--- config.mk ---
export PLATFORM = sky130hd
export DESIGN_NAME = if_stage_flat
export DESIGN_NICKNAME = d
export VERILOG_FILES = /design/src/rtl/if_stage_pkg.sv /design/src/rtl/if_stage_if.sv /design/src/rtl/if_fifo.sv /design/src/rtl/if_stage.sv /design/src/flat_wrapper.sv
export SDC_FILE = /design/constraint.sdc
export NUM_CORES = 1
export LEC_CHECK = 0
export ABC_AREA = 1
export BUFFER_PORTS_ARGS = -buffer_cell sky130_fd_sc_hd__buf_2
export CAP_MARGIN = 20
export CORE_ASPECT_RATIO = 1.75
export CORE_MARGIN = 2
export CORE_UTILIZATION = 55
export CTS_CLUSTER_DIAMETER = 120
export DETAILED_ROUTE_END_ITERATION = 12
export GPL_TIMING_DRIVEN = 0
export PLACE_DENSITY = 0.79
export SYNTH_ARGS = -nofsm -noshare
export SYNTH_HDL_FRONTEND = slang
export SYNTH_SLANG_ARGS = --single-unit
--- constraint.sdc ---
create_clock -name clk -period 9.76 [get_ports clk]
set_input_delay 0.976 -clock clk [delete_from_list [all_inputs] [get_ports clk]]
set_output_delay 0.976 -clock clk [all_outputs]
set_load 0.02 [all_outputs]
--- src/rtl/if_stage_pkg.sv ---
// rtl/if_stage_pkg.sv - shared types, bus-width macros and reset address for the fetch stage
`ifndef IF_STAGE_DEFINES
`define IF_STAGE_DEFINES
`define REG_BUS [63:0]
`define INST_BUS [31:0]
`endif

package if_stage_pkg;
   localparam logic [63:0] RESET_PC_DEFAULT = 64'h0000_0000_8000_0000;

   typedef enum logic [1:0] {
      FETCH = 2'd0,
      WAIT  = 2'd1,
      DROP  = 2'd2
   } fetch_state_e;

   typedef struct packed {
      logic `INST_BUS inst;
      logic `REG_BUS  pc;
   } fetch_entry_t;
endpackage

--- src/rtl/if_stage_if.sv ---
// rtl/if_stage_if.sv - redirect, instruction-memory and decode-side handshakes of the fetch stage
interface if_stage_if;
   logic           redirect_valid;
   logic `REG_BUS  redirect_pc;
   logic           imem_req_valid;
   logic           imem_req_ready;
   logic `REG_BUS  imem_req_addr;
   logic           imem_resp_valid;
   logic `INST_BUS imem_resp_data;
   logic           inst_valid;
   logic           inst_ready;
   logic `INST_BUS inst;
   logic `REG_BUS  inst_pc;

   modport master (
      input  redirect_valid, redirect_pc, imem_req_ready, imem_resp_valid, imem_resp_data, inst_ready,
      output imem_req_valid, imem_req_addr, inst_valid, inst, inst_pc
   );

   modport slave (
      output redirect_valid, redirect_pc, imem_req_ready, imem_resp_valid, imem_resp_data, inst_ready,
      input  imem_req_valid, imem_req_addr, inst_valid, inst, inst_pc
   );
endinterface

--- src/rtl/if_fifo.sv ---
// rtl/if_fifo.sv - synchronous instruction buffer with flush; head reads as zero while empty
module if_fifo #(
   parameter int DEPTH = 2,
   parameter int WIDTH = 96,
   localparam int AW = (DEPTH > 1) ? $clog2(DEPTH) : 1,
   localparam int CW = AW + 1
) (
   input  logic             clk,
   input  logic             rst,
   input  logic             flush,
   input  logic             push,
   input  logic [WIDTH-1:0] push_data,
   input  logic             pop,
   output logic [WIDTH-1:0] head_data,
   output logic [CW-1:0]    count,
   output logic             empty
);
   logic [WIDTH-1:0] mem_q [DEPTH];
   logic [WIDTH-1:0] mem_d [DEPTH];
   logic [AW-1:0]    wr_q, wr_d, rd_q, rd_d;
   logic [CW-1:0]    count_q, count_d;
   logic             do_push, do_pop;

   always_comb begin
      mem_d   = mem_q;
      wr_d    = wr_q;
      rd_d    = rd_q;
      count_d = count_q;
      do_push = push && (count_q != CW'(DEPTH));
      do_pop  = pop && (count_q != '0);
      if (flush) begin
         wr_d    = '0;
         rd_d    = '0;
         count_d = '0;
      end else begin
         if (do_push) begin
            mem_d[wr_q] = push_data;
            wr_d        = wr_q + AW'(1);
         end
         if (do_pop) begin
            rd_d = rd_q + AW'(1);
         end
         count_d = count_q + CW'(do_push) - CW'(do_pop);
      end
   end

   always_ff @(posedge clk) begin
      if (rst) begin
         wr_q    <= '0;
         rd_q    <= '0;
         count_q <= '0;
      end else begin
         wr_q    <= wr_d;
         rd_q    <= rd_d;
         count_q <= count_d;
      end
   end

   // Storage needs no reset: the head is masked whenever the buffer is empty.
   always_ff @(posedge clk) begin
      mem_q <= mem_d;
   end

   assign empty     = (count_q == '0);
   assign count     = count_q;
   assign head_data = empty ? '0 : mem_q[rd_q];
endmodule

--- src/rtl/if_stage.sv ---
// rtl/if_stage.sv - instruction fetch: pc, single-outstanding request FSM and buffered delivery to decode
module if_stage
   import if_stage_pkg::*;
#(
   parameter logic [63:0] RESET_PC   = RESET_PC_DEFAULT,
   parameter int          FIFO_DEPTH = 2
) (
   input  logic       clk,
   input  logic       rst,
   if_stage_if.master bus
);
   localparam int CW = ((FIFO_DEPTH > 1) ? $clog2(FIFO_DEPTH) : 1) + 1;

   fetch_state_e  state_q, state_d;
   logic `REG_BUS pc_q, pc_d;
   logic `REG_BUS req_pc_q, req_pc_d;

   logic          req_fire, fifo_push, fifo_pop, fifo_empty;
   logic [CW-1:0] fifo_count;
   fetch_entry_t  head, push_entry;

   assign bus.imem_req_valid = ~rst && (state_q == FETCH) && (fifo_count < CW'(FIFO_DEPTH))
                               && ~bus.redirect_valid;
   assign bus.imem_req_addr  = pc_q;
   assign req_fire           = bus.imem_req_valid && bus.imem_req_ready;

   // A redirect flushes the buffer, so any pop or push in that cycle must be suppressed.
   assign fifo_push  = ~rst && (state_q == WAIT) && bus.imem_resp_valid && ~bus.redirect_valid;
   assign fifo_pop   = bus.inst_valid && bus.inst_ready && ~bus.redirect_valid;
   assign push_entry = '{inst: bus.imem_resp_data, pc: req_pc_q};

   always_comb begin
      state_d  = state_q;
      pc_d     = pc_q;
      req_pc_d = req_pc_q;
      if (bus.redirect_valid) begin
         pc_d = bus.redirect_pc & ~64'h3;
         unique case (state_q)
            WAIT, DROP: state_d = bus.imem_resp_valid ? FETCH : DROP;
            default:    state_d = FETCH;
         endcase
      end else begin
         unique case (state_q)
            FETCH: begin
               if (req_fire) begin
                  state_d  = WAIT;
                  req_pc_d = pc_q;
                  pc_d     = pc_q + 64'd4;
               end
            end
            WAIT, DROP: begin
               if (bus.imem_resp_valid) state_d = FETCH;
            end
            default: state_d = FETCH;
         endcase
      end
   end

   always_ff @(posedge clk) begin
      if (rst) begin
         state_q  <= FETCH;
         pc_q     <= RESET_PC;
         req_pc_q <= '0;
      end else begin
         state_q  <= state_d;
         pc_q     <= pc_d;
         req_pc_q <= req_pc_d;
      end
   end

   if_fifo #(
      .DEPTH (FIFO_DEPTH),
      .WIDTH ($bits(fetch_entry_t))
   ) u_fifo (
      .clk       (clk),
      .rst       (rst),
      .flush     (bus.redirect_valid),
      .push      (fifo_push),
      .push_data (push_entry),
      .pop       (fifo_pop),
      .head_data (head),
      .count     (fifo_count),
      .empty     (fifo_empty)
   );

   assign bus.inst_valid = ~rst && ~fifo_empty;
   assign bus.inst       = rst ? '0 : head.inst;
   assign bus.inst_pc    = rst ? '0 : head.pc;
endmodule

--- src/flat_wrapper.sv ---
// flat-port wrapper written by rule: the top's interface ports become plain ports
module if_stage_flat import if_stage_pkg::*;
#(
   parameter logic [63:0] RESET_PC   = RESET_PC_DEFAULT,
   parameter int          FIFO_DEPTH = 2
)
  (clk, rst, bus_redirect_valid, bus_redirect_pc, bus_imem_req_ready, bus_imem_resp_valid, bus_imem_resp_data, bus_inst_ready, bus_imem_req_valid, bus_imem_req_addr, bus_inst_valid, bus_inst, bus_inst_pc);
  if_stage_if bus_i ();
  input  logic clk;
  input  logic rst;
  input wire logic [$bits(bus_i.redirect_valid)-1:0] bus_redirect_valid;
  input wire logic [$bits(bus_i.redirect_pc)-1:0] bus_redirect_pc;
  input wire logic [$bits(bus_i.imem_req_ready)-1:0] bus_imem_req_ready;
  input wire logic [$bits(bus_i.imem_resp_valid)-1:0] bus_imem_resp_valid;
  input wire logic [$bits(bus_i.imem_resp_data)-1:0] bus_imem_resp_data;
  input wire logic [$bits(bus_i.inst_ready)-1:0] bus_inst_ready;
  output wire logic [$bits(bus_i.imem_req_valid)-1:0] bus_imem_req_valid;
  output wire logic [$bits(bus_i.imem_req_addr)-1:0] bus_imem_req_addr;
  output wire logic [$bits(bus_i.inst_valid)-1:0] bus_inst_valid;
  output wire logic [$bits(bus_i.inst)-1:0] bus_inst;
  output wire logic [$bits(bus_i.inst_pc)-1:0] bus_inst_pc;
  assign bus_i.redirect_valid = bus_redirect_valid;
  assign bus_i.redirect_pc = bus_redirect_pc;
  assign bus_i.imem_req_ready = bus_imem_req_ready;
  assign bus_i.imem_resp_valid = bus_imem_resp_valid;
  assign bus_i.imem_resp_data = bus_imem_resp_data;
  assign bus_i.inst_ready = bus_inst_ready;
  assign bus_imem_req_valid = bus_i.imem_req_valid;
  assign bus_imem_req_addr = bus_i.imem_req_addr;
  assign bus_inst_valid = bus_i.inst_valid;
  assign bus_inst = bus_i.inst;
  assign bus_inst_pc = bus_i.inst_pc;
  if_stage #(.RESET_PC(RESET_PC), .FIFO_DEPTH(FIFO_DEPTH)) u_core (.clk(clk), .rst(rst), .bus(bus_i));
endmodule
==> results of run 1 <==
cells in the mapped netlist (2+ instances only):
master                       n  share of area, %
sky130_fd_sc_hd__nand2_1   744                19
sky130_fd_sc_hd__inv_1     258               6.4
sky130_fd_sc_hd__edfxtp_1  188                38
sky130_fd_sc_hd__nor2_1    158               3.9
sky130_fd_sc_hd__dfxtp_1   130                17
sky130_fd_sc_hd__a21oi_1    71               2.4
sky130_fd_sc_hd__nand3_1    68               2.3
sky130_fd_sc_hd__o21ai_0    47               1.6
sky130_fd_sc_hd__clkbuf_1   41               1.0
sky130_fd_sc_hd__a211oi_1   24               1.2
sky130_fd_sc_hd__nand4_1    21              0.87
sky130_fd_sc_hd__buf_2      20              0.67
sky130_fd_sc_hd__buf_1      14              0.35
sky130_fd_sc_hd__a31oi_1    12              0.50
sky130_fd_sc_hd__nor2_4     12              0.90
sky130_fd_sc_hd__nor2_2     11              0.46
sky130_fd_sc_hd__xor2_1      9              0.52
sky130_fd_sc_hd__o21ai_1     8              0.27
sky130_fd_sc_hd__inv_2       7              0.17
sky130_fd_sc_hd__nand3b_1    7              0.35
sky130_fd_sc_hd__xnor2_1     7              0.41
sky130_fd_sc_hd__ha_1        5              0.42
sky130_fd_sc_hd__nand2_2     5              0.21
sky130_fd_sc_hd__nor3_1      5              0.17
sky130_fd_sc_hd__buf_4       4              0.20
sky130_fd_sc_hd__and2_1      3              0.12
sky130_fd_sc_hd__clkinv_1    2             0.050
sky130_fd_sc_hd__nand2_4     2              0.15
sky130_fd_sc_hd__nand3_2     2              0.13
sky130_fd_sc_hd__nand4_2     2              0.17
sky130_fd_sc_hd__o221ai_1    2              0.12
sky130_fd_sc_hd__or2_2       2             0.083
kinds of logic after synthesis:
| family | after synthesis |
|---|---|
| AO/OA/AOI/OAI | 170 |
| XOR/XNOR | 16 |
| adder cells (fa/ha/maj) | 5 |
| buffers and inverters | 347 |
| flip-flops | 318 |
| other | 1 |
| AND/OR/NAND/NOR | 1044 |
metal layers:
metal	routed length [um]	GRT usage, %	up-vias
met2	23600	57.0	601
met1	16100	32.8	6282
met4	2930	17.7	0
li1	-	-	6554
met3	3100	4.17	161
met5	0	0	-
metrics by stage:
stage | worst slack [ps] | utilization, % | cell area (um2)
floorplan | 3900 | - | 15100
global placement | 1700 | 62.0 | 16800
detailed placement | 5780 | 62.5 | 17000
CTS | 5770 | 65.9 | 17900
global route | 5670 | 65.9 | 17900
finish | 5840 | 65.9 | 17900
how the worst min path moves through the flow:
stage | startpoint | end | slack [ps] | depth (start not counted)
5_1_grt | u_core.req_pc_q[19] | u_core.u_fifo.mem_q[115] | 460 | 0
2_1_floorplan | u_core.req_pc_q[5] | u_core.u_fifo.mem_q[101] | 420 | 0
4_1_cts | u_core.req_pc_q[21] | u_core.u_fifo.mem_q[117] | 460 | 0
3_5_place_dp | u_core.req_pc_q[11] | u_core.u_fifo.mem_q[11] | 440 | 0
6_report | u_core.req_pc_q[2] | u_core.u_fifo.mem_q[2] | 450 | 0
3_3_place_gp | u_core.req_pc_q[7] | u_core.u_fifo.mem_q[103] | 430 | 0
sequential cells by signal, summed over array words and instances, names as in the netlist:
| name | count |
|---|---|
| u_core.u_fifo.wr_q | 1 |
| u_core.u_fifo.count | 2 |
| u_core.state_q | 2 |
| u_core.bus.imem_req_addr | 62 |
| u_core.u_fifo.mem_q | 188 |
| u_core.u_fifo.rd_q | 1 |
| u_core.req_pc_q | 62 |
final cells by class:
type                    instances  share of cell area, %
flip-flops and latches        318                   46.1
multi-input cells            1239                   30.6
repair buffers                263                   7.90
inverters                     267                   5.60
clock buffers                  38                   4.48
well taps                     369                   2.58
plain buffers                  80                   1.94
clock inverters                14                  0.735
cells in the final DEF (no fill, tap or decap), types with 6 or more instances in the layout:
master	n
sky130_fd_sc_hd__clkbuf_1	47
sky130_fd_sc_hd__clkbuf_16	30
sky130_fd_sc_hd__a21oi_1	71
sky130_fd_sc_hd__nand4_1	21
sky130_fd_sc_hd__edfxtp_1	188
sky130_fd_sc_hd__xnor2_1	7
sky130_fd_sc_hd__dfxtp_1	130
sky130_fd_sc_hd__inv_1	258
sky130_fd_sc_hd__buf_1	14
sky130_fd_sc_hd__nand2_1	744
sky130_fd_sc_hd__nor2_1	156
sky130_fd_sc_hd__clkinv_2	6
sky130_fd_sc_hd__nor2_4	14
sky130_fd_sc_hd__buf_2	277
sky130_fd_sc_hd__nand3b_1	7
sky130_fd_sc_hd__nor2_2	11
sky130_fd_sc_hd__a31oi_1	12
sky130_fd_sc_hd__o21ai_0	47
sky130_fd_sc_hd__inv_2	7
sky130_fd_sc_hd__xor2_1	9
sky130_fd_sc_hd__nand3_1	68
sky130_fd_sc_hd__o21ai_1	8
sky130_fd_sc_hd__a211oi_1	24
report_power, final:
| part | internal (mW) | total [mW] | switching, mW |
|---|---|---|---|
| combinational | 0.0615 | 0.187 | 0.125 |
| clock | 0.631 | 1.13 | 0.497 |
| sequential | 1.44 | 1.48 | 0.0363 |
worst register-to-register path: stages (launching register included):
cell and delay (ps):
sky130_fd_sc_hd__dfxtp_1 370, sky130_fd_sc_hd__ha_1 160, sky130_fd_sc_hd__o2111ai_1 310, sky130_fd_sc_hd__nor2_4 550, sky130_fd_sc_hd__buf_12 290, sky130_fd_sc_hd__buf_12 250
==> flow_results.xml, run 1 <==
<?xml version="1.0" encoding="UTF-8"?>
<metrics>
  <group name="status">
    <metric name="status" unit="">finished clean</metric>
  </group>
  <group name="worst_setup_path">
    <metric name="cp_data_required_time" unit="ps">8780</metric>
    <metric name="timing.setup.critical_path_class" unit="">input port to output port</metric>
    <metric name="r2r.worst_path.cells" unit="">5</metric>
    <metric name="worst_ep_arrival_time" unit="ps">2950</metric>
    <metric name="crit_end" unit="">bus_inst_pc[43]</metric>
    <metric name="critical-path-slowest-cell" unit="">sky130_fd_sc_hd__nor2_1</metric>
    <metric name="critPathTopFamily" unit="">buffers and inverters</metric>
    <metric name="critical_path.endpoint_type" unit="">output port</metric>
    <metric name="worstReg2RegEnd" unit="">u_core.u_fifo.mem_q[37]</metric>
    <metric name="crit_path_cell_trace" unit="">buf_2 &gt; nor2_1 &gt; buf_2 &gt; buf_1 &gt; nand2_1 &gt; inv_1 &gt; buf_2</metric>
    <metric name="worst_path_most_repeated_cell" unit="">sky130_fd_sc_hd__buf_2</metric>
    <metric name="crit_path_start" unit="">rst</metric>
    <metric name="timing.critical_path.fanout_max" unit="">10</metric>
    <metric name="rrSetupSlack" unit="ps">7490</metric>
    <metric name="critical_path_buf_inv_count" unit="">5</metric>
    <metric name="r2r_start" unit="">u_core.state_q[0]</metric>
    <metric name="crit_cells" unit="">7</metric>
    <metric name="max_stage_delay" unit="ps">560</metric>
    <metric name="cp-start-kind" unit="">input port</metric>
  </group>
  <group name="die">
    <metric name="die-width" unit="um">129</metric>
    <metric name="core_area" unit="um2">27100</metric>
    <metric name="io_pins" unit="">264</metric>
    <metric name="row_count" unit="">80</metric>
    <metric name="die_area" unit="um2">28800</metric>
    <metric name="initial_utilization" unit="%">55.5</metric>
    <metric name="floorplan.die.height" unit="um">223</metric>
  </group>
  <group name="global_route">
    <metric name="first_pass_grt_wire_length" unit="um">67400</metric>
    <metric name="remaining_global_route_overflow" unit="">0</metric>
    <metric name="grt_util_all_layers" unit="%">30.9</metric>
    <metric name="via_count_of_the_first_global_routing_pass" unit="">12900</metric>
    <metric name="grt_max_degree" unit="">33</metric>
    <metric name="initial_antenna_violation_count" unit="">0</metric>
  </group>
  <group name="layout">
    <metric name="fin_cells" unit="">2588</metric>
    <metric name="seqCellArea" unit="um2">8250</metric>
    <metric name="antennaDiodeCount" unit="">0</metric>
    <metric name="syn2layout_area_growth" unit="%">18.8</metric>
    <metric name="num-nets-final" unit="">2304</metric>
    <metric name="post_route_cells_drive_above_1_share" unit="%">17.0</metric>
    <metric name="multiInputGateArea" unit="um2">5480</metric>
    <metric name="num-fill-cells" unit="">2295</metric>
  </group>
  <group name="timing">
    <metric name="finalSetupTns" unit="ps">0</metric>
    <metric name="unrepaired_setup_endpoints_after_global_routing" unit="">no</metric>
    <metric name="final_period_minus_worst_setup_slack" unit="ps">3920</metric>
    <metric name="tightestPinTransition" unit="ps">899</metric>
    <metric name="fmax" unit="GHz">0.255</metric>
    <metric name="holdWs" unit="ps">454</metric>
    <metric name="max-slew-margin-rel" unit="%">40.1</metric>
    <metric name="fin_skew" unit="ps">21.6</metric>
    <metric name="finalMaxSlewViolations" unit="">0</metric>
    <metric name="timing.final.setup_violations" unit="">0</metric>
    <metric name="hold_viol" unit="">0</metric>
    <metric name="layout_worst_path_cycle_share" unit="%">40.2</metric>
  </group>
  <group name="placement">
    <metric name="dp_cell_count" unit="">2536</metric>
    <metric name="port_buffers" unit="">257</metric>
    <metric name="place_hpwl" unit="um">34500</metric>
    <metric name="globalplace.congestion" unit="">0.983</metric>
  </group>
  <group name="synth">
    <metric name="yosys.area_share.simple" unit="%">28.5</metric>
    <metric name="ys_seq_elements" unit="">318</metric>
    <metric name="combinational_family_with_the_most_area_after_synthesis" unit="">simple AND/OR/NAND/NOR gates</metric>
    <metric name="synth_compound_gate_area_share" unit="%">6.32</metric>
    <metric name="yosys_warnings" unit="">0</metric>
    <metric name="synthArstFlopShare" unit="%">0</metric>
    <metric name="synth_edf_count" unit="">188</metric>
    <metric name="synth_xor_xnor_area_share" unit="%">0.931</metric>
    <metric name="post_synth_inst_count" unit="">1901</metric>
    <metric name="postSynthAreaPerCell" unit="um2">7.92</metric>
    <metric name="synth_top_flop_cell" unit="">sky130_fd_sc_hd__edfxtp_1</metric>
    <metric name="synth_mux_area_share" unit="%">0</metric>
    <metric name="synthAdderAreaFrac" unit="%">0.416</metric>
    <metric name="syn_area" unit="um2">15100</metric>
    <metric name="synth-seq-area-share" unit="%">54.8</metric>
    <metric name="netlist-cell-type-count" unit="">42</metric>
  </group>
  <group name="power">
    <metric name="leakage" unit="nW">8.33</metric>
    <metric name="total_power" unit="mW">2.79</metric>
    <metric name="ir_drop" unit="mV">0.155</metric>
    <metric name="powerDensity" unit="nW/um2">156</metric>
  </group>
  <group name="clock_network">
    <metric name="tritoncts" unit="">done</metric>
    <metric name="cts.clk_slew.worst_paths" unit="ps">70</metric>
    <metric name="clockRootBuffer" unit="">sky130_fd_sc_hd__clkbuf_16</metric>
    <metric name="clock_tree.htree_level_count" unit="">1</metric>
    <metric name="cts_setup_buffers" unit="">0</metric>
    <metric name="post_cts_resize_count" unit="">0</metric>
    <metric name="cts_num_sinks" unit="">318</metric>
    <metric name="clk_path_buf_depth" unit="">3</metric>
    <metric name="cts_hold_buf" unit="">0</metric>
    <metric name="cts_inserted_buffers" unit="">28</metric>
    <metric name="latest_clock_arrival_within_the_worst_skew_pair" unit="ps">570</metric>
  </group>
  <group name="routing">
    <metric name="total_routed_length" unit="um">45700</metric>
    <metric name="drt-pass1-iter-count" unit="">7</metric>
    <metric name="routedWlPerCell" unit="um">17.7</metric>
    <metric name="dr.first_iter.drc_count" unit="">962</metric>
    <metric name="per_cell_via_count_in_the_routed_design" unit="">5.25</metric>
    <metric name="num_vias" unit="">13600</metric>
    <metric name="drtAntennaViolNets" unit="">0</metric>
    <metric name="detail_route.drc_violations" unit="">0</metric>
  </group>
  <group name="run">
    <metric name="drv_cap" unit="">0</metric>
  </group>
  <group name="min_path">
    <metric name="min_path_type" unit="">register to register</metric>
  </group>
</metrics>
Note: power is estimated with default switching activity, not from simulation.
==> run 2: changes to the inputs <==
--- a/config.mk
+++ b/config.mk
@@ -10,11 +10,11 @@
 export CAP_MARGIN = 20
 export CORE_ASPECT_RATIO = 1.75
 export CORE_MARGIN = 2
-export CORE_UTILIZATION = 55
+export CORE_UTILIZATION = 51
 export CTS_CLUSTER_DIAMETER = 120
 export DETAILED_ROUTE_END_ITERATION = 12
 export GPL_TIMING_DRIVEN = 0
-export PLACE_DENSITY = 0.79
+export PLACE_DENSITY = 0.77
 export SYNTH_ARGS = -nofsm -noshare
 export SYNTH_HDL_FRONTEND = slang
 export SYNTH_SLANG_ARGS = --single-unit
==> constraint.sdc (replaced) <==
create_clock -name clk -period 3.6 [get_ports clk]
set_input_delay 0.36 -clock clk [delete_from_list [all_inputs] [get_ports clk]]
set_output_delay 0.36 -clock clk [all_outputs]
set_load 0.02 [all_outputs]
==> flow_results.xml, run 2 (synthesis gave the netlist of run 1 again) <==
<?xml version="1.0" encoding="UTF-8"?>
<metrics>
  <group name="power">
    <metric name="ir_drop" unit="mV">0.401</metric>
    <metric name="leakage" unit="nW">8.37</metric>
    <metric name="powerDensity" unit="nW/um2">405</metric>
  </group>
  <group name="layout">
    <metric name="syn2layout_area_growth" unit="%">19.9</metric>
    <metric name="fin_cells" unit="">2624</metric>
    <metric name="number_of_flip_flops_in_the_largest_register" unit="">188</metric>
    <metric name="largest_register" unit="">u_core.u_fifo.mem_q</metric>
    <metric name="finish.utilization" unit="%">61.9</metric>
    <metric name="antennaDiodeCount" unit="">0</metric>
    <metric name="num-fill-cells" unit="">2540</metric>
    <metric name="final_common_cell" unit="">sky130_fd_sc_hd__nand2_1</metric>
    <metric name="mostFrequentLayoutCells" unit="">744 x sky130_fd_sc_hd__nand2_1, 277 x sky130_fd_sc_hd__buf_2, 258 x sky130_fd_sc_hd__inv_1</metric>
    <metric name="num-nets-final" unit="">2329</metric>
    <metric name="post_route_cells_drive_above_1_share" unit="%">16.5</metric>
  </group>
  <group name="global_route">
    <metric name="initial_antenna_violation_count" unit="">0</metric>
    <metric name="first_pass_grt_wire_length" unit="um">70000</metric>
    <metric name="via_count_of_the_first_global_routing_pass" unit="">13000</metric>
    <metric name="grt_max_degree" unit="">34</metric>
    <metric name="grt_util_all_layers" unit="%">29.5</metric>
    <metric name="remaining_global_route_overflow" unit="">0</metric>
  </group>
  <group name="placement">
    <metric name="preCtsSetupSlack" unit="ps">831</metric>
    <metric name="globalplace.congestion" unit="">0.979</metric>
    <metric name="port_buffers" unit="">257</metric>
    <metric name="place_hpwl" unit="um">35300</metric>
    <metric name="dp_cell_count" unit="">2549</metric>
  </group>
  <group name="die">
    <metric name="core_area" unit="um2">29200</metric>
    <metric name="die_area" unit="um2">31000</metric>
    <metric name="die-width" unit="um">134</metric>
    <metric name="floorplan.die.height" unit="um">231</metric>
    <metric name="io_pins" unit="">264</metric>
    <metric name="initial_utilization" unit="%">51.6</metric>
    <metric name="row_count" unit="">83</metric>
  </group>
  <group name="worst_setup_path">
    <metric name="critical_path_buf_inv_count" unit="">4</metric>
    <metric name="crit_path_start" unit="">u_core.u_fifo.count[1]</metric>
    <metric name="cp-start-kind" unit="">register</metric>
    <metric name="timing.setup.critical_path_class" unit="">register to output port</metric>
    <metric name="crit_end" unit="">bus_inst_pc[40]</metric>
    <metric name="worstReg2RegEnd" unit="">u_core.u_fifo.mem_q[134]</metric>
    <metric name="r2r.worst_path.cells" unit="">6</metric>
    <metric name="crit_cells" unit="">7</metric>
    <metric name="cp_data_required_time" unit="ps">3240</metric>
    <metric name="critical_path.endpoint_type" unit="">output port</metric>
    <metric name="crit_path_cell_trace" unit="">nor2_1 &gt; nor2_1 &gt; buf_2 &gt; buf_1 &gt; nand2_1 &gt; inv_1 &gt; buf_2</metric>
    <metric name="rrSetupSlack" unit="ps">1210</metric>
    <metric name="max_stage_delay" unit="ps">620</metric>
    <metric name="critical-path-slowest-cell" unit="">sky130_fd_sc_hd__nor2_1</metric>
    <metric name="timing.critical_path.fanout_max" unit="">10</metric>
    <metric name="critPathTopFamily" unit="">buffers and inverters</metric>
    <metric name="worst_ep_arrival_time" unit="ps">2940</metric>
    <metric name="r2r_start" unit="">u_core.state_q[1]</metric>
  </group>
  <group name="clock_network">
    <metric name="latest_clock_arrival_within_the_worst_skew_pair" unit="ps">550</metric>
    <metric name="post_cts_resize_count" unit="">0</metric>
    <metric name="cts_setup_buffers" unit="">0</metric>
    <metric name="clk_path_buf_depth" unit="">3</metric>
    <metric name="clockRootBuffer" unit="">sky130_fd_sc_hd__clkbuf_16</metric>
    <metric name="clock_tree.htree_level_count" unit="">1</metric>
    <metric name="cts.clk_slew.worst_paths" unit="ps">70</metric>
    <metric name="tritoncts" unit="">done</metric>
    <metric name="cts_num_sinks" unit="">318</metric>
    <metric name="cts_inserted_buffers" unit="">27</metric>
  </group>
  <group name="timing">
    <metric name="hold_viol" unit="">0</metric>
    <metric name="fin_ws" unit="ps">298</metric>
    <metric name="timing.final.setup_violations" unit="">0</metric>
    <metric name="fin_skew" unit="ps">20.9</metric>
    <metric name="layout_worst_path_cycle_share" unit="%">91.7</metric>
    <metric name="max-slew-margin-rel" unit="%">39.0</metric>
    <metric name="finalMaxSlewViolations" unit="">0</metric>
    <metric name="tightestPinTransition" unit="ps">914</metric>
    <metric name="unrepaired_setup_endpoints_after_global_routing" unit="">no</metric>
    <metric name="final_period_minus_worst_setup_slack" unit="ps">3300</metric>
    <metric name="fmax" unit="GHz">0.303</metric>
    <metric name="finalSetupTns" unit="ps">0</metric>
  </group>
  <group name="routing">
    <metric name="detail_route.drc_violations" unit="">0</metric>
    <metric name="drt-pass1-iter-count" unit="">7</metric>
    <metric name="per_cell_via_count_in_the_routed_design" unit="">5.18</metric>
    <metric name="dr.first_iter.drc_count" unit="">957</metric>
    <metric name="routedWlPerCell" unit="um">17.8</metric>
    <metric name="num_vias" unit="">13600</metric>
    <metric name="total_routed_length" unit="um">46700</metric>
    <metric name="drtAntennaViolNets" unit="">0</metric>
  </group>
  <group name="min_path">
    <metric name="hp-start" unit="">bus_imem_resp_data[7]</metric>
    <metric name="min_path_type" unit="">input port to register</metric>
  </group>
  <group name="run">
    <metric name="drv_cap" unit="">0</metric>
  </group>
  <group name="status">
    <metric name="status" unit="">finished clean</metric>
  </group>
</metrics>
run 2: cell types whose count changed in the layout (fill, tap and decap cells not counted), sizes merged:
cell and delta:
bufinv -2, dlygate4sd3 +26, clkbuf +1, clkinvlp +1, inv +2, clkinv -5
run 2: metrics by stage:
step | power [mW] | hold slack [ps] | area (um2)
2_1_floorplan | 4.33 | 420 | 15100
3_3_place_gp | 4.57 | 431 | 16800
3_5_place_dp | 4.58 | 439 | 17000
4_1_cts | 7.32 | 2.46 | 18100
5_1_grt | 7.50 | 2.58 | 18100
6_report | 7.31 | 12.2 | 18100
run 2: worst min-delay path by stage:
| stage | endpoint | slack, ps | cells past startpoint |
|---|---|---|---|
| after detailed placement | u_core.u_fifo.mem_q[104] | 440 | 0 |
| after CTS | u_core.u_fifo.mem_q[165] | 2 | 1 |
| final | u_core.u_fifo.mem_q[167] | 10 | 1 |
| after global placement | u_core.u_fifo.mem_q[107] | 430 | 0 |
| after global routing | u_core.u_fifo.mem_q[165] | 3 | 1 |
| after floorplan | u_core.u_fifo.mem_q[101] | 420 | 0 |
run 2: routing by layer:
| metal | part of all wire [%] | GRT usage, % |
|---|---|---|
| met2 | 52 | 54.8 |
| met1 | 35 | 31.7 |
| met5 | 0 | 0 |
| met4 | 7.0 | 18.4 |
| met3 | 5.9 | 3.08 |
run 2: cell type report:
cell class                      instances  area, um2  share of cell area [%]
Clock buffer                           39        751                    4.16
Clock inverter                         10       65.1                   0.360
Multi-Input combinational cell       1239       5480                    30.4
Timing Repair Buffer                  289       1680                    9.31
Inverter                              267       1000                    5.55
Tap cell                              382        478                    2.65
Buffer                                 80        348                    1.93
Sequential cell                       318       8250                    45.7
run 2: where the power goes:
group / leakage [nW] / switching [mW] / total, mW / internal, mW
clock network: 0.392 / 1.31 / 2.77 / 1.46
logic: 5.20 / 0.348 / 0.533 / 0.185
registers: 2.78 / 0.101 / 4.01 / 3.90
run 2: timing repair:
action | 4_1_cts | 5_1_grt
endpoints found under the hold margin | 52 | 0
endpoints found under the setup margin | 0 | 0
hold buffers | 26 | 0
==> run 3: changes to the inputs <==
--- a/config.mk
+++ b/config.mk
@@ -10,11 +10,12 @@
 export CAP_MARGIN = 20
 export CORE_ASPECT_RATIO = 1.75
 export CORE_MARGIN = 2
-export CORE_UTILIZATION = 51
+export CORE_UTILIZATION = 53
+export CTS_BUF_LIST = sky130_fd_sc_hd__clkbuf_8
 export CTS_CLUSTER_DIAMETER = 120
 export DETAILED_ROUTE_END_ITERATION = 12
 export GPL_TIMING_DRIVEN = 0
-export PLACE_DENSITY = 0.77
+export PLACE_DENSITY = 0.79
 export SYNTH_ARGS = -nofsm -noshare
 export SYNTH_HDL_FRONTEND = slang
 export SYNTH_SLANG_ARGS = --single-unit
==> flow_results.xml, run 3 (synthesis gave the netlist of run 1 again) <==
<?xml version="1.0" encoding="UTF-8"?>
<metrics>
  <group name="clock_network">
    <metric name="clockRootBuffer" unit="">sky130_fd_sc_hd__clkbuf_8</metric>
    <metric name="cts.clk_slew.worst_paths" unit="ps">80</metric>
    <metric name="cts_setup_buffers" unit="">0</metric>
    <metric name="clock_tree.htree_level_count" unit="">2</metric>
    <metric name="clk_path_buf_depth" unit="">3</metric>
    <metric name="cts_inserted_buffers" unit="">45</metric>
    <metric name="cts_num_sinks" unit="">318</metric>
    <metric name="tritoncts" unit="">done</metric>
    <metric name="latest_clock_arrival_within_the_worst_skew_pair" unit="ps">600</metric>
  </group>
  <group name="timing">
    <metric name="fmax" unit="GHz">0.301</metric>
    <metric name="hold_viol" unit="">0</metric>
    <metric name="timing.final.setup_violations" unit="">0</metric>
    <metric name="finalMaxSlewViolations" unit="">0</metric>
    <metric name="unrepaired_setup_endpoints_after_global_routing" unit="">no</metric>
    <metric name="max-slew-margin-rel" unit="%">41.2</metric>
    <metric name="tightestPinTransition" unit="ps">881</metric>
    <metric name="fin_skew" unit="ps">31.7</metric>
    <metric name="final_period_minus_worst_setup_slack" unit="ps">3320</metric>
    <metric name="fin_ws" unit="ps">279</metric>
    <metric name="holdWs" unit="ps">49.0</metric>
    <metric name="layout_worst_path_cycle_share" unit="%">92.3</metric>
  </group>
  <group name="routing">
    <metric name="total_routed_length" unit="um">46700</metric>
    <metric name="drtAntennaViolNets" unit="">0</metric>
    <metric name="per_cell_via_count_in_the_routed_design" unit="">5.16</metric>
    <metric name="detail_route.drc_violations" unit="">0</metric>
    <metric name="dr.first_iter.drc_count" unit="">896</metric>
    <metric name="num_vias" unit="">13700</metric>
    <metric name="routedWlPerCell" unit="um">17.6</metric>
    <metric name="drt-pass1-iter-count" unit="">7</metric>
  </group>
  <group name="placement">
    <metric name="place_hpwl" unit="um">35100</metric>
    <metric name="port_buffers" unit="">257</metric>
    <metric name="globalplace.congestion" unit="">0.984</metric>
    <metric name="preCtsSetupSlack" unit="ps">896</metric>
    <metric name="dpl_cell_area" unit="um2">17000</metric>
    <metric name="dp_cell_count" unit="">2540</metric>
  </group>
  <group name="global_route">
    <metric name="first_pass_grt_wire_length" unit="um">70000</metric>
    <metric name="initial_antenna_violation_count" unit="">2</metric>
    <metric name="grt_util_all_layers" unit="%">30.8</metric>
    <metric name="grt_max_degree" unit="">34</metric>
    <metric name="via_count_of_the_first_global_routing_pass" unit="">13500</metric>
    <metric name="remaining_global_route_overflow" unit="">0</metric>
  </group>
  <group name="power">
    <metric name="ir_drop" unit="mV">0.276</metric>
    <metric name="leakage" unit="nW">8.56</metric>
    <metric name="powerDensity" unit="nW/um2">406</metric>
  </group>
  <group name="worst_setup_path">
    <metric name="critical_path.endpoint_type" unit="">output port</metric>
    <metric name="crit_path_cell_trace" unit="">nor2_1 &gt; nor2_1 &gt; buf_2 &gt; buf_1 &gt; nand2_1 &gt; inv_1 &gt; buf_2</metric>
    <metric name="worst_ep_arrival_time" unit="ps">2960</metric>
    <metric name="timing.critical_path.fanout_max" unit="">10</metric>
    <metric name="cp_data_required_time" unit="ps">3240</metric>
    <metric name="cp-start-kind" unit="">register</metric>
    <metric name="timing.setup.critical_path_class" unit="">register to output port</metric>
    <metric name="max_stage_delay" unit="ps">610</metric>
    <metric name="critical-path-slowest-cell" unit="">sky130_fd_sc_hd__nor2_1</metric>
  </group>
  <group name="layout">
    <metric name="fin_cells" unit="">2657</metric>
    <metric name="num-nets-final" unit="">2353</metric>
    <metric name="syn2layout_area_growth" unit="%">21.0</metric>
    <metric name="post_route_cells_drive_above_1_share" unit="%">17.3</metric>
    <metric name="postLayoutCellArea" unit="um2">18200</metric>
    <metric name="finish.utilization" unit="%">65.1</metric>
    <metric name="num-fill-cells" unit="">2394</metric>
    <metric name="number_of_flip_flops_in_the_largest_register" unit="">188</metric>
    <metric name="mostFrequentLayoutCells" unit="">744 x sky130_fd_sc_hd__nand2_1, 281 x sky130_fd_sc_hd__inv_1, 277 x sky130_fd_sc_hd__buf_2</metric>
    <metric name="final_common_cell" unit="">sky130_fd_sc_hd__nand2_1</metric>
    <metric name="largest_register" unit="">u_core.u_fifo.mem_q</metric>
  </group>
  <group name="die">
    <metric name="floorplan.die.height" unit="um">227</metric>
    <metric name="io_pins" unit="">264</metric>
    <metric name="core_area" unit="um2">28000</metric>
    <metric name="initial_utilization" unit="%">53.8</metric>
    <metric name="die-width" unit="um">131</metric>
    <metric name="row_count" unit="">81</metric>
    <metric name="die_area" unit="um2">29800</metric>
  </group>
  <group name="min_path">
    <metric name="min_path_type" unit="">input port to register</metric>
  </group>
  <group name="status">
    <metric name="status" unit="">finished clean</metric>
  </group>
  <group name="run">
    <metric name="drv_cap" unit="">0</metric>
  </group>
</metrics>
-- run 3: changes by cell type in the layout (fill, tap and decap cells not counted), sizes merged --
cell and change:
inv +21, bufinv +2, clkinv -1, dlygate4sd3 +6
diode +1, clkbuf +14, clkinvlp -1
-- run 3: final cells by class --
| type | count | area, um2 | area share, % |
|---|---|---|---|
| flip-flops and latches | 318 | 8250 | 45.3 |
| multi-input cells | 1239 | 5480 | 30.1 |
| repair buffers | 295 | 1760 | 9.64 |
| inverters | 267 | 1000 | 5.50 |
| clock buffers | 53 | 729 | 4.00 |
| well taps | 373 | 467 | 2.56 |
| plain buffers | 80 | 348 | 1.91 |
| clock inverters | 31 | 185 | 1.02 |
| diodes | 1 | 2.50 | 0.0137 |
-- run 3: power breakdown --
part | switching, mW | internal [mW]
Combinational | 0.346 | 0.189
Sequential | 0.101 | 3.91
Clock | 1.37 | 1.49
-- run 3: through the flow --
| step | power [mW] | setup TNS (ps) |
|---|---|---|
| 6_report | 7.40 | 0 |
| 4_1_cts | 7.42 | 0 |
| 3_3_place_gp | 4.57 | -278550 |
| 3_5_place_dp | 4.58 | 0 |
| 5_1_grt | 7.61 | 0 |
| 2_1_floorplan | 4.33 | -13610 |
-- run 3: metal layers --
| metal | track usage, % | routed length, um | up-vias |
|---|---|---|---|
| li1 | - | - | 6669 |
| met1 | 31.6 | 16300 | 6290 |
| met2 | 56.3 | 23800 | 565 |
| met3 | 4.07 | 2740 | 191 |
| met4 | 24.9 | 3980 | 0 |
| met5 | 0 | 0 | - |
-- run 3: repair_timing --
| item | in CTS | in global routing |
|---|---|---|
| hold endpoints to repair | 64 | 0 |
| resized for setup | 0 | 0 |
| hold buffers | 32 | 0 |
-- run 3: worst paths after layout --
check        slack (ps)                           end                    from  depth (start not counted)
max                 280               bus_inst_pc[40]  u_core.u_fifo.count[1]                          7
min                  50  u_core.bus.imem_req_addr[31]     bus_redirect_pc[31]                          3
max reg2reg        1410       u_core.u_fifo.mem_q[44]       u_core.state_q[1]                          5
min reg2reg         450      u_core.u_fifo.mem_q[134]     u_core.req_pc_q[38]                          0
-- run 3: worst max-delay path, delay by kind of cell, from the launching register on --
family                 cells  cell delay, ps
flip-flops                 1             400
AND/OR/NAND/NOR            3             840
buffers and inverters      4            1140
